## config.mk

```make
export PLATFORM = sky130hd
export DESIGN_NAME = register_file
export DESIGN_NICKNAME = d
export VERILOG_FILES = /design/src/rtl/register_file.sv
export SDC_FILE = /design/constraint.sdc
export NUM_CORES = 2
export LEC_CHECK = 0
export BUFFER_PORTS_ARGS = -buffer_cell sky130_fd_sc_hd__buf_2
export CAP_MARGIN = 0
export CORE_MARGIN = 8
export CORE_UTILIZATION = 43
export DETAILED_ROUTE_END_ITERATION = 12
export GPL_ROUTABILITY_DRIVEN = 1
export GPL_TIMING_DRIVEN = 0
export HOLD_SLACK_MARGIN = 0.03
export PLACE_DENSITY = 0.66
export SYNTH_ARGS = -nofsm -noshare
export SYNTH_HDL_FRONTEND = slang
export SYNTH_SLANG_ARGS = --single-unit
```

## constraint.sdc

```tcl
create_clock -name clk -period 2.4 [get_ports clk]
set_clock_uncertainty 0.05 [all_clocks]
set_input_delay 0.24 -clock clk [delete_from_list [all_inputs] [get_ports clk]]
set_output_delay 0.24 -clock clk [all_outputs]
set_load 0.005 [all_outputs]
```

## src/rtl/register_file.sv

```systemverilog
// Register file: 2**ADDR_W x WIDTH, two combinational read ports, one write port.
// Define REGFILE_BYPASS_EN to forward same-cycle write data to a matching read port.

module register_file_rd_port #(
  parameter int WIDTH  = 32,
  parameter int ADDR_W = 5,
  parameter int DEPTH  = 2**ADDR_W
) (
  input  logic                        rst_n,
  input  logic [DEPTH-1:0][WIDTH-1:0] regs,
  input  logic [ADDR_W-1:0]           ra,
  input  logic                        byp_hit,
  input  logic [WIDTH-1:0]            byp_data,
  output logic [WIDTH-1:0]            rd
);

  // r0 and reset override everything, including forwarded data.
  always_comb begin
    rd = regs[ra];
    if (byp_hit)                 rd = byp_data;
    if (!rst_n || (ra == '0))    rd = '0;
  end

endmodule

module register_file #(
  parameter int WIDTH  = 32,
  parameter int ADDR_W = 5
) (
  input  logic              clk,
  input  logic              rst_n,
  input  logic              we,
  input  logic [ADDR_W-1:0] wa,
  input  logic [WIDTH-1:0]  wd,
  input  logic [ADDR_W-1:0] ra1,
  input  logic [ADDR_W-1:0] ra2,
  output logic [WIDTH-1:0]  rd1,
  output logic [WIDTH-1:0]  rd2
);

  localparam int DEPTH  = 2**ADDR_W;
  localparam int NUM_RD = 2;

  logic [DEPTH-1:0][WIDTH-1:0]  regs_q, regs_d;
  logic [NUM_RD-1:0][ADDR_W-1:0] ra;
  logic [NUM_RD-1:0][WIDTH-1:0]  rd;
  logic [NUM_RD-1:0]             byp_hit;
  logic                          wr_en;

  assign ra    = {ra2, ra1};
  assign rd1   = rd[0];
  assign rd2   = rd[1];
  assign wr_en = we && (wa != '0);

  always_comb begin
    regs_d = regs_q;
    if (wr_en) regs_d[wa] = wd;
  end

  always_ff @(posedge clk or negedge rst_n) begin
    if (!rst_n) regs_q <= '0;
    else        regs_q <= regs_d;
  end

  for (genvar p = 0; p < NUM_RD; p++) begin : g_rd
`ifdef REGFILE_BYPASS_EN
    assign byp_hit[p] = wr_en && (ra[p] == wa);
`else
    assign byp_hit[p] = 1'b0;
`endif

    register_file_rd_port #(
      .WIDTH  (WIDTH),
      .ADDR_W (ADDR_W),
      .DEPTH  (DEPTH)
    ) u_rd (
      .rst_n    (rst_n),
      .regs     (regs_q),
      .ra       (ra[p]),
      .byp_hit  (byp_hit[p]),
      .byp_data (wd),
      .rd       (rd[p])
    );
  end

endmodule
```

==> impl_results.md <==
* GRT Total Usage at approximately 27%
* Synth cell types at 34
* Vias at between 30000 and 40000
* Hold WS at approximately 200 ps
* Iteration-0 DRC Markers at 4504
* Core Util, Final at about half
* Failing checks: negative setup slack
* Share of layout cells above drive strength 1 at between 40 and 50%
* Final Slew Violations at 0
* Asr flop ratio synth at 100%
* H-tree Lvls at 3
* CP required at around 2100 ps
* Clock Latency Late Sink at 700 ps
* Ys Warns at 0
* Power share of the combinational group at 21.0%
* CTS clk-pin slew, worst paths at roughly 60 ps
* Number of global-route vias before repair at between 30000 and 40000
* Final Setup Violations at 64
* RSZ-0062 raised after global routing: yes
* Worst setup SP type: input pin
* Clk sinks at a little over 1000
* Sequential share of the synthesized area at between 40% and 50%
* Largest net degree at the start of global routing at 174
* Gr ovfl total at 0
* Vias/cell at roughly 6.3
* Worst path arrival time at 2640 ps
* Hold Crit Class: in2async
* Post-layout minimum cycle time at 2930 ps
* DIE WIDTH at approximately 370 um
* Synthesized instance count at about 4000
* CTS Buffer Depth at 3
* Rel. slew slack at between 30 and 40%
* Max-Cap Viols at 0
* I/O pin total at roughly 110
* Core area at 126000 um^2
* Die Ht at around 370 um
* Switching Share at between 20% and 30%
* Pwr per Cell Area at 802 nW/um^2
* Period utilization at 122%
* Post-synth net total at 4039
* Root Buffer: clkbuf_16
* Biggest register: regs_q
* DP HPWL at roughly 140000 um
* Drt total wl at roughly 190000 um
* Post-route setup slack at -530 ps
* DR DRC count at 0
* Final hold viol count at 0
* Routed len/inst at 31.2 um
* Highest Clock Rate at roughly 0.34 GHz
* Row cnt at 130
* DIE AREA at approximately 140000 um^2
* Number of synthesized flops with an enable pin at 0
* Synthesized flop and latch total at between 1000 and 1500
* Max FO, Critical Path at 10
* Prevailing post-synth register cell: dfrtp_1
* CTS tree: built
* CP endpoint kind: primary output
* Area grow syn2layout at 17.5%
* Leak at ~0.029 uW
* Power Internal at between 30000 and 40000 uW
* Worst-Margin Slew at just under 1000 ps
* Critical path class: in2out
* Routability cong. at approximately 0.94
* Regs by FF count: regs_q: 1024 flops
* Port Buffers at between 100 and 150
* Clock share of power at 33.9%
* Outcome: complete, but fails checks
* Initial antenna violation count at 13
* Pre-antenna DRT Iters at 7
* Mapped Area at 54500 um^2
* Syn_area_per_cell at approximately 14 um^2
* Initial Util at 43.3%
* Max FFs per register at ~1000
* Routed Antenna Nets at 0
* Seq pwr share at between 40% and 50%
* P_sw at between 10000 and 15000 uW
* First-pass GRT wire length at 275000 um
* Max IR drop VDD at about 0.6 mV
* Fin nets at around 4400
* Cts bufs inserted at about 110
[repair_timing]
action                     in CTS  in global routing
pin swaps                      97                 44
resized for setup             332                 68
gates cloned                    9                  0
hold buffers                   44                  0
hold endpoints to repair      499                  0
setup endpoints to repair      64                 64
buffers inserted               98                 10
[power by group through the flow]
stage	registers (uW)	logic [uW]	clock network, uW
finish	23200	10800	17400
global route	23500	11400	18200
CTS	23000	10500	17600
detailed placement	23300	9580	0
global placement	23200	9290	0
floorplan	22400	7070	0
[worst paths after layout]
check | endpoint | cells after the start | startpoint | slack (ps)
hold / removal | regs_q[204] | 3 | rst_n | 200
hold reg to reg | regs_q[30] | 1 | regs_q[30] | 410
min in group clk | regs_q[256] | 4 | wa[1] | 290
max in group asynchronous | regs_q[375] | 5 | rst_n | 230
setup reg to reg | regs_q[106] | 3 | regs_q[106] | 1340
setup / recovery | rd2[17] | 7 | ra2[2] | -530
[worst max-delay path: stages]
cell and delay, ps:
buf_2 190, buf_2 410, buf_2 390, mux4_2 410
a32oi_4 320, nand4_1 410, buf_2 270
[stage by stage]
stage | instance area (um^2) | instances | power, uW | TNS, ps | worst slack, ps
6_report | 64000 | 6108 | 51300 | -20500 | -530
5_1_grt | 64000 | 6104 | 53200 | -22460 | -602
4_1_cts | 63700 | 6093 | 51100 | -20610 | -489
3_5_place_dp | 57300 | 5757 | 32900 | -256140 | -3030
3_3_place_gp | 57100 | 5750 | 32500 | - | -21440
2_1_floorplan | 54500 | 3989 | 29500 | 0 | 479
[logic make-up after synthesis]
kind of cell / share of synthesized area (%)
AOI/OAI and AO/OA: 5.30
buffers and inverters: 3.81
DFF: 47.1
muxes: 40.4
and+or+nand+nor: 3.43
[final cells by class]
cell class	instances	area [um^2]
fillers	10700	61800
multi-input cells	2520	27700
flip-flops and latches	1024	25600
clock buffers	155	3100
plain buffers	437	2570
repair buffers	279	2360
well taps	1650	2060
clock inverters	36	500
diodes	6	15.0
inverters	1	3.75
[synth_stat cells, drive strengths merged (7+ instances only)]
cell	n	area, um^2
dfrtp	1024	25600
mux2	992	11200
mux2i	547	5480
a22oi	291	2180
mux4	238	5360
clkbuf	233	875
buf	211	1200
nand3	143	716
nand4	66	413
nand2	56	210
a21oi	31	155
a22o	31	272
a31oi	31	194
nor2	30	145
and3	27	169
a32oi	7	61.3
[routing by layer]
layer,global-route usage (%),vias up,share of wire [%]
li1,-,16000,-
met1,36.5,19900,41
met5,0,-,0.015
met2,40.4,1849,44
met4,12.3,4,4.8
met3,8.08,415,11
[placed cells by master (no fill, tap or decap), types with 10 or more instances in the layout]
cell / instances
mux2_1: 43
a22o_1: 31
nand4_1: 66
clkbuf_1: 171
a21oi_4: 16
clkbuf_4: 29
mux2_2: 949
mux2i_1: 547
nand3_1: 125
buf_4: 159
a21oi_1: 13
a22oi_1: 281
clkbuf_2: 52
clkbuf_8: 26
a22oi_2: 10
nand2_1: 56
a31oi_4: 23
bufinv_16: 12
mux4_2: 238
dlygate4sd3_1: 41
and3_4: 17
buf_2: 220
buf_6: 33
nor2_2: 15
nand3_2: 18
clkinv_2: 17
dfrtp_1: 1024
clkbuf_16: 111
Note: power is estimated with default switching activity, not from simulation.
